File: src/rtl/pet_pkg.sv
// Shared definitions for the pet needs engine: state encoding and saturating arithmetic.
package pet_pkg;

  localparam int unsigned STATE_W = 3;

  typedef enum logic [STATE_W-1:0] {
    ST_OK       = 3'd0,
    ST_NEED     = 3'd1,
    ST_CRITICAL = 3'd2,
    ST_SICK     = 3'd3,
    ST_DEAD     = 3'd4
  } pet_state_e;

  // 32-bit arithmetic leaves headroom for any meter width up to 31 bits.
  function automatic int unsigned sat_add(input int unsigned v, input int unsigned step,
                                          input int unsigned max_v);
    return (v + step > max_v) ? max_v : v + step;
  endfunction

endpackage

File: src/rtl/game_tick_gen.sv
// Game-second prescaler with a selectable 2^k acceleration exponent.
module game_tick_gen #(
  parameter int unsigned TICK_DIV      = 50_000_000,
  parameter int unsigned MAX_ACCEL_LOG = 3
) (
  input  logic                                 clk,
  input  logic                                 rst_neg,
  input  logic                                 speed_pulse,
  input  logic                                 freeze,
  output logic [$clog2(MAX_ACCEL_LOG+1)-1:0]   accel_o,
  output logic                                 sec_tick_o
);

  localparam int unsigned AccW = $clog2(MAX_ACCEL_LOG + 1);
  localparam int unsigned CntW = $clog2(TICK_DIV + 1);

  logic [AccW-1:0] accel_q, accel_d;
  logic [CntW-1:0] cnt_q, cnt_d;
  logic [CntW-1:0] period;
  logic            tick_q;
  logic            wrap;

  assign period = CntW'(TICK_DIV >> accel_q);
  assign wrap   = (cnt_q == period - 1'b1);

  always_comb begin
    accel_d = accel_q;
    cnt_d   = wrap ? '0 : cnt_q + 1'b1;
    // A speed change restarts the period; a coincident wrap still emits its tick.
    if (speed_pulse && !freeze) begin
      cnt_d   = '0;
      accel_d = (accel_q == AccW'(MAX_ACCEL_LOG)) ? '0 : accel_q + 1'b1;
    end
  end

  always_ff @(posedge clk) begin
    if (!rst_neg) begin
      accel_q <= '0;
      cnt_q   <= '0;
      tick_q  <= 1'b0;
    end else begin
      accel_q <= accel_d;
      cnt_q   <= cnt_d;
      tick_q  <= wrap;
    end
  end

  assign accel_o    = accel_q;
  assign sec_tick_o = tick_q;

endmodule

File: src/rtl/pet_needs_engine.sv
// Need meters with decay, saturating refill, grace-to-death timer and prioritised pet state.
module pet_needs_engine
  import pet_pkg::*;
#(
  parameter int unsigned N_CH          = 3,
  parameter int unsigned LVL_W         = 3,
  parameter int unsigned TICK_DIV      = 50_000_000,
  parameter int unsigned MAX_ACCEL_LOG = 3,
  parameter int unsigned DECAY_SEC     = 5,
  parameter int unsigned FILL_STEP     = 2,
  parameter int unsigned LOW_THR       = 2,
  parameter int unsigned GRACE_SEC     = 10
) (
  input  logic                               clk,
  input  logic                               rst_neg,
  input  logic [N_CH-1:0]                    fill_pulse,
  input  logic                               speed_pulse,
  input  logic                               sick_in,
  output logic [N_CH*LVL_W-1:0]              level_o,
  output logic [N_CH-1:0]                    zero_o,
  output logic [$clog2(MAX_ACCEL_LOG+1)-1:0] accel_o,
  output logic                               sec_tick_o,
  output logic [STATE_W-1:0]                 state_o
);

  localparam int unsigned MAX_LVL = (1 << LVL_W) - 1;
  localparam int unsigned DecW    = $clog2(DECAY_SEC + 1);
  localparam int unsigned GrW     = $clog2(GRACE_SEC + 1);

  logic [N_CH-1:0][LVL_W-1:0] lvl_q, lvl_d;
  logic [DecW-1:0]            dcnt_q, dcnt_d;
  logic [GrW-1:0]             grace_q, grace_d;
  logic                       dead_q, dead_d;
  pet_state_e                 state_q, state_d;
  logic [N_CH-1:0]            zero;
  logic                       any_low;
  logic                       any_zero_next;
  logic                       decay_wrap;
  logic                       sec_tick;

  game_tick_gen #(
    .TICK_DIV      (TICK_DIV),
    .MAX_ACCEL_LOG (MAX_ACCEL_LOG)
  ) u_tick (
    .clk         (clk),
    .rst_neg     (rst_neg),
    .speed_pulse (speed_pulse),
    .freeze      (dead_q),
    .accel_o     (accel_o),
    .sec_tick_o  (sec_tick)
  );

  always_comb begin
    zero    = '0;
    any_low = 1'b0;
    for (int unsigned i = 0; i < N_CH; i++) begin
      zero[i] = (lvl_q[i] == '0);
      if (32'(lvl_q[i]) <= LOW_THR) any_low = 1'b1;
    end
  end

  always_comb begin
    decay_wrap = sec_tick && !dead_q && (dcnt_q == DecW'(DECAY_SEC - 1));
    dcnt_d     = dcnt_q;
    if (sec_tick && !dead_q) dcnt_d = decay_wrap ? '0 : dcnt_q + 1'b1;

    // Decay is applied before the fill so an empty meter refilled on a wrap ends at FILL_STEP.
    lvl_d         = lvl_q;
    any_zero_next = 1'b0;
    for (int unsigned i = 0; i < N_CH; i++) begin
      if (!dead_q) begin
        if (decay_wrap && lvl_d[i] != '0) lvl_d[i] = lvl_d[i] - 1'b1;
        if (fill_pulse[i]) lvl_d[i] = LVL_W'(sat_add(32'(lvl_d[i]), FILL_STEP, MAX_LVL));
      end
      if (lvl_d[i] == '0) any_zero_next = 1'b1;
    end

    grace_d = grace_q;
    dead_d  = dead_q;
    if (!dead_q) begin
      if (!any_zero_next) begin
        grace_d = '0;
      end else if (sec_tick && |zero) begin
        grace_d = grace_q + 1'b1;
        if (grace_d == GrW'(GRACE_SEC)) dead_d = 1'b1;
      end
    end
  end

  // State is derived from the registered meters, so it trails level_o by one cycle.
  always_comb begin
    if (dead_q)       state_d = ST_DEAD;
    else if (sick_in) state_d = ST_SICK;
    else if (|zero)   state_d = ST_CRITICAL;
    else if (any_low) state_d = ST_NEED;
    else              state_d = ST_OK;
  end

  always_ff @(posedge clk) begin
    if (!rst_neg) begin
      lvl_q   <= '1;
      dcnt_q  <= '0;
      grace_q <= '0;
      dead_q  <= 1'b0;
      state_q <= ST_OK;
    end else begin
      lvl_q   <= lvl_d;
      dcnt_q  <= dcnt_d;
      grace_q <= grace_d;
      dead_q  <= dead_d;
      state_q <= state_d;
    end
  end

  assign level_o    = lvl_q;
  assign zero_o     = zero;
  assign sec_tick_o = sec_tick;
  assign state_o    = state_q;

endmodule
File: config.mk
export PLATFORM = sky130hd
export DESIGN_NAME = pet_needs_engine
export DESIGN_NICKNAME = d
export VERILOG_FILES = /design/src/rtl/pet_pkg.sv /design/src/rtl/game_tick_gen.sv /design/src/rtl/pet_needs_engine.sv
export SDC_FILE = /design/constraint.sdc
export NUM_CORES = 1
export LEC_CHECK = 0
export ABC_CLOCK_PERIOD_IN_PS = 6700
export CAP_MARGIN = 10
export CORE_ASPECT_RATIO = 0.6
export CORE_MARGIN = 5
export CORE_UTILIZATION = 46
export CTS_BUF_LIST = sky130_fd_sc_hd__clkbuf_2
export DETAILED_ROUTE_END_ITERATION = 6
export PLACE_DENSITY = 0.72
export SLEW_MARGIN = 20
export SYNTH_ARGS = -nofsm -noshare
export SYNTH_HDL_FRONTEND = slang
export SYNTH_SLANG_ARGS = --single-unit
export TNS_END_PERCENT = 20
File: constraint.sdc
create_clock -name clk -period 6.7 [get_ports clk]
set_input_delay 1.005 -clock clk [delete_from_list [all_inputs] [get_ports clk]]
set_output_delay 1.005 -clock clk [all_outputs]
set_load 0.1 [all_outputs]
==> impl_metrics.sql <==
INSERT INTO impl_metrics (metric_group, metric, value, unit) VALUES
('critical_path', 'cell_by_cell_listing_of_the_critical_path', 'inv_1 -> ha_1 -> or2b_2 -> inv_1 -> clkdlybuf4s50_1', ''),
('global_route', 'grt_first_pass_wirelength', '11410', 'um'),
('route', 'post-route-drc-count', '0', ''),
('timing', 'period_needed', '3.877', 'ns'),
('pwr', 'worst_ir_drop_vdd', '79.22', 'uV'),
('cts', 'tritoncts_clock_tree', 'done', ''),
('layout', 'antenna_cells', '0', ''),
('worst_hold_path', 'timing.hold.worst.class', 'reg2reg', ''),
('die', 'start_util', '48.06', '%'),
('timing', 'rsz0062_at_grt', 'false', ''),
('logic_synthesis', 'ys_warn_count', '0', ''),
('critical_path', 'worst_path_max_delay_cell', 'sky130_fd_sc_hd__clkdlybuf4s50_1', ''),
('route', 'num_vias', '2576', ''),
('critical_path', 'critical_path.top_delay_family', 'buffers and inverters', ''),
('cts', 'clkSlewWorstSetupHoldPaths', '0.24', 'ns'),
('die', 'floorplan.die_area', '8232', 'um2'),
('critical_path', 'timing.critical_path.from_type', 'flop', ''),
('cts', 'post_cts_resized', '0', ''),
('global_route', 'maximum_number_of_pins_on_one_net_before_global_route_repair', '27', ''),
('layout', 'number_of_nets_in_the_finished_design', '404', ''),
('pwr', 'leakagePower', '0.001367', 'uW'),
('logic_synthesis', 'ys_seq_area_share', '32.96', '%'),
('run_status', 'outcome', 'finished, final reports clean', ''),
('route', 'vias_per_cell', '5.588', ''),
('cts', 'tritoncts.num_buffers', '5', ''),
('critical_path', 'crit_arrival', '2.87', 'ns'),
('layout', 'flow.area_growth_from_synthesis', '11.73', '%'),
('logic_synthesis', 'ys_seq_elements', '49', ''),
('logic_synthesis', 'synthesis.area', '2977', 'um2'),
('cts', 'cts.sinks', '49', ''),
('logic_synthesis', 'netlist_instances', '353', ''),
('timing', 'timing.final.ws_setup', '2.823', 'ns'),
('logic_synthesis', 'ys_types', '57', ''),
('global_route', 'grt_antenna_before_repair', '0', ''),
('pwr', 'power.internal', '373.6', 'uW'),
('die', 'die_y', '72.31', 'um'),
('route', 'wl_per_cell', '14.58', 'um'),
('die', 'core_area', '6193', 'um2'),
('critical_path', 'worst_path_most_repeated_cell', 'sky130_fd_sc_hd__inv_1', ''),
('pwr', 'power.share.combinational', '10.2', '%'),
('pwr', 'power.density', '152.9', 'nW/um2'),
('cts', 'cts_hold_buf', '0', ''),
('global_route', 'grt_overflow', '0', ''),
('global_route', 'global_route.usage.total', '16.81', '%'),
('timing', 'timing_worst_slew_pin_value', '1.024', 'ns'),
('critical_path', 'timing_worst_setup_path_type', 'reg2out', ''),
('die', 'io-pin-count', '25', ''),
('layout', 'final_layout_size_suffix_gt1_share', '6.101', '%'),
('cts', 'postCtsSetupBuffers', '0', ''),
('route', 'wirelength_routed', '6722', 'um'),
('cts', 'clk_root_buffer_cell', 'sky130_fd_sc_hd__clkbuf_2', ''),
('cts', 'cts_buffer_depth', '2', ''),
('route', 'dr.first_iter.drc_count', '217', ''),
('job', 'maxCapViolations', '0', ''),
('timing', 'timing_max_transition_violations_final', '0', ''),
('pwr', 'design_power_total', '508.5', 'uW'),
('timing', 'max-slew-margin-rel', '31.56', '%'),
('pwr', 'seq_power_share', '58.8', '%'),
('critical_path', 'worst_setup_path_end_kind', 'output pin', ''),
('layout', 'final_cell_count_without_fillers', '461', ''),
('placement', 'place_inst', '453', ''),
('cts', 'clock_latency', '0.44', 'ns'),
('die', 'std_cell_rows', '22', ''),
('logic_synthesis', 'synth_async_sr_flop_share', '0', '%'),
('route', 'first_pass_iteration_count_of_the_detailed_router', '5', ''),
('timing', 'timing.final.hold_violations', '0', ''),
('logic_synthesis', 'synth-edff-count', '0', ''),
('pwr', 'clkPwrFrac', '31.0', '%'),
('logic_synthesis', 'syn_area_per_cell', '8.432', 'um2'),
('pwr', 'power_switching', '134.9', 'uW'),
('logic_synthesis', 'dominantRegCellSynth', 'sky130_fd_sc_hd__dfxtp_1', '');
[power by group through the flow]
stage | sequential (uW) | combinational, uW | clock, uW
2_1_floorplan | 318 | 23.9 | 0
3_3_place_gp | 304 | 50.8 | 0
3_5_place_dp | 304 | 51.6 | 0
4_1_cts | 299 | 51.9 | 165
5_1_grt | 300 | 56.1 | 176
6_report | 299 | 51.8 | 158
[layer usage]
metal	global-route usage [%]	wire length, um
met5	0	0
met4	3.162	28
met3	3.500	470
met2	23.55	2682
met1	26.32	3541
[worst reg2reg max path: stages (launching register included)]
cell,delay (ns)
sky130_fd_sc_hd__dfxtp_1,0.54
sky130_fd_sc_hd__inv_1,0.13
sky130_fd_sc_hd__ha_1,0.24
sky130_fd_sc_hd__or3_1,0.37
sky130_fd_sc_hd__a2111oi_0,0.56
sky130_fd_sc_hd__nor3_1,0.19
sky130_fd_sc_hd__a2111oi_4,0.42
sky130_fd_sc_hd__o311ai_0,0.19
sky130_fd_sc_hd__o311ai_0,0.13
[layout make-up]
type                            instances  area, um2
Multi-Input combinational cell        272       1843
Timing Repair Buffer                   24      240.2
Inverter                               24      90.09
Sequential cell                        49      980.9
Tap cell                               84      105.1
Clock inverter                          3      41.29
Fill cell                             589       2868
Clock buffer                            5      25.02
[cell usage in the layout (no fill, tap or decap), types with 2 or more instances in the layout]
| cell type | count |
|---|---|
| sky130_fd_sc_hd__nor2_1 | 55 |
| sky130_fd_sc_hd__dfxtp_1 | 49 |
| sky130_fd_sc_hd__clkdlybuf4s50_1 | 24 |
| sky130_fd_sc_hd__inv_1 | 23 |
| sky130_fd_sc_hd__ha_1 | 21 |
| sky130_fd_sc_hd__nand2_1 | 20 |
| sky130_fd_sc_hd__xnor2_1 | 20 |
| sky130_fd_sc_hd__nand3_1 | 16 |
| sky130_fd_sc_hd__a21oi_1 | 15 |
| sky130_fd_sc_hd__xor2_1 | 14 |
| sky130_fd_sc_hd__and3_1 | 12 |
| sky130_fd_sc_hd__nor3_1 | 11 |
| sky130_fd_sc_hd__nand4_1 | 9 |
| sky130_fd_sc_hd__and2_1 | 5 |
| sky130_fd_sc_hd__nor4_1 | 5 |
| sky130_fd_sc_hd__clkbuf_2 | 5 |
| sky130_fd_sc_hd__o211ai_1 | 4 |
| sky130_fd_sc_hd__o21ai_0 | 4 |
| sky130_fd_sc_hd__o21bai_1 | 4 |
| sky130_fd_sc_hd__o32ai_1 | 4 |
| sky130_fd_sc_hd__nand2b_1 | 3 |
| sky130_fd_sc_hd__and2b_2 | 3 |
| sky130_fd_sc_hd__a31oi_1 | 3 |
| sky130_fd_sc_hd__o31ai_1 | 3 |
| sky130_fd_sc_hd__or3_1 | 3 |
| sky130_fd_sc_hd__and3b_1 | 3 |
| sky130_fd_sc_hd__o311ai_0 | 3 |
| sky130_fd_sc_hd__clkinv_1 | 2 |
| sky130_fd_sc_hd__nor2b_1 | 2 |
| sky130_fd_sc_hd__or2_2 | 2 |
| sky130_fd_sc_hd__o211a_1 | 2 |
| sky130_fd_sc_hd__mux2i_1 | 2 |
[cells in the mapped netlist (2+ instances only)]
| cell type | number | share of area, % |
|---|---|---|
| sky130_fd_sc_hd__a21oi_1 | 15 | 2.5 |
| sky130_fd_sc_hd__a31oi_1 | 3 | 0.63 |
| sky130_fd_sc_hd__and2_1 | 5 | 1.1 |
| sky130_fd_sc_hd__and2b_2 | 3 | 0.88 |
| sky130_fd_sc_hd__and3_1 | 12 | 2.5 |
| sky130_fd_sc_hd__and3b_1 | 3 | 0.88 |
| sky130_fd_sc_hd__buf_6 | 3 | 1.1 |
| sky130_fd_sc_hd__clkbuf_1 | 4 | 0.50 |
| sky130_fd_sc_hd__dfxtp_1 | 49 | 33 |
| sky130_fd_sc_hd__ha_1 | 21 | 8.8 |
| sky130_fd_sc_hd__inv_1 | 23 | 2.9 |
| sky130_fd_sc_hd__mux2i_1 | 2 | 0.67 |
| sky130_fd_sc_hd__nand2_1 | 20 | 2.5 |
| sky130_fd_sc_hd__nand2b_1 | 3 | 0.63 |
| sky130_fd_sc_hd__nand3_1 | 16 | 2.7 |
| sky130_fd_sc_hd__nand4_1 | 9 | 1.9 |
| sky130_fd_sc_hd__nor2_1 | 55 | 6.9 |
| sky130_fd_sc_hd__nor2b_1 | 2 | 0.42 |
| sky130_fd_sc_hd__nor3_1 | 11 | 1.8 |
| sky130_fd_sc_hd__nor4_1 | 5 | 1.1 |
| sky130_fd_sc_hd__o211a_1 | 2 | 0.67 |
| sky130_fd_sc_hd__o211ai_1 | 4 | 1.0 |
| sky130_fd_sc_hd__o21ai_0 | 4 | 0.67 |
| sky130_fd_sc_hd__o21bai_1 | 4 | 1.0 |
| sky130_fd_sc_hd__o311ai_0 | 3 | 0.88 |
| sky130_fd_sc_hd__o31ai_1 | 3 | 0.76 |
| sky130_fd_sc_hd__o32ai_1 | 4 | 1.2 |
| sky130_fd_sc_hd__or2_2 | 2 | 0.42 |
| sky130_fd_sc_hd__or3_1 | 3 | 0.63 |
| sky130_fd_sc_hd__xnor2_1 | 20 | 5.9 |
| sky130_fd_sc_hd__xor2_1 | 14 | 4.1 |
[cells by family after synthesis]
| kind of cell | Yosys count | synth area share, % |
|---|---|---|
| buf+inv | 32 | 5.128 |
| xor+xnor | 34 | 10.00 |
| flops | 49 | 32.95 |
| compound gates | 55 | 14.54 |
| mux | 2 | 0.6726 |
| fa+ha+maj | 21 | 8.827 |
| simple gates | 160 | 27.87 |
[through the flow]
step / instance area (um2) / hold WS [ns]
floorplan: 2977 / 0.4260
global placement: 3259 / 0.4403
detailed placement: 3259 / 0.4511
CTS: 3326 / 0.4907
global route: 3326 / 0.5313
finish: 3326 / 0.4847
[state kept, by name, indices dropped and copies added (netlist names)]
register,count
dead_q,1
grace_q,4
u_tick.accel_o,2
dcnt_q,3
u_tick.cnt_q,26
u_tick.sec_tick_o,1
level_o,9
state_o,3
[worst paths after layout]
| kind | start | to | slack (ns) | cells past startpoint |
|---|---|---|---|---|
| worst max-delay path | level_o[4] | zero_o[1] | 2.82 | 5 |
| worst min-delay path | u_tick.cnt_q[0] | u_tick.cnt_q[0] | 0.48 | 1 |
| worst max register to register | level_o[4] | grace_q[2] | 3.85 | 8 |
| worst min register to register | u_tick.cnt_q[0] | u_tick.cnt_q[0] | 0.48 | 1 |
(Power assumes the default switching activity.)
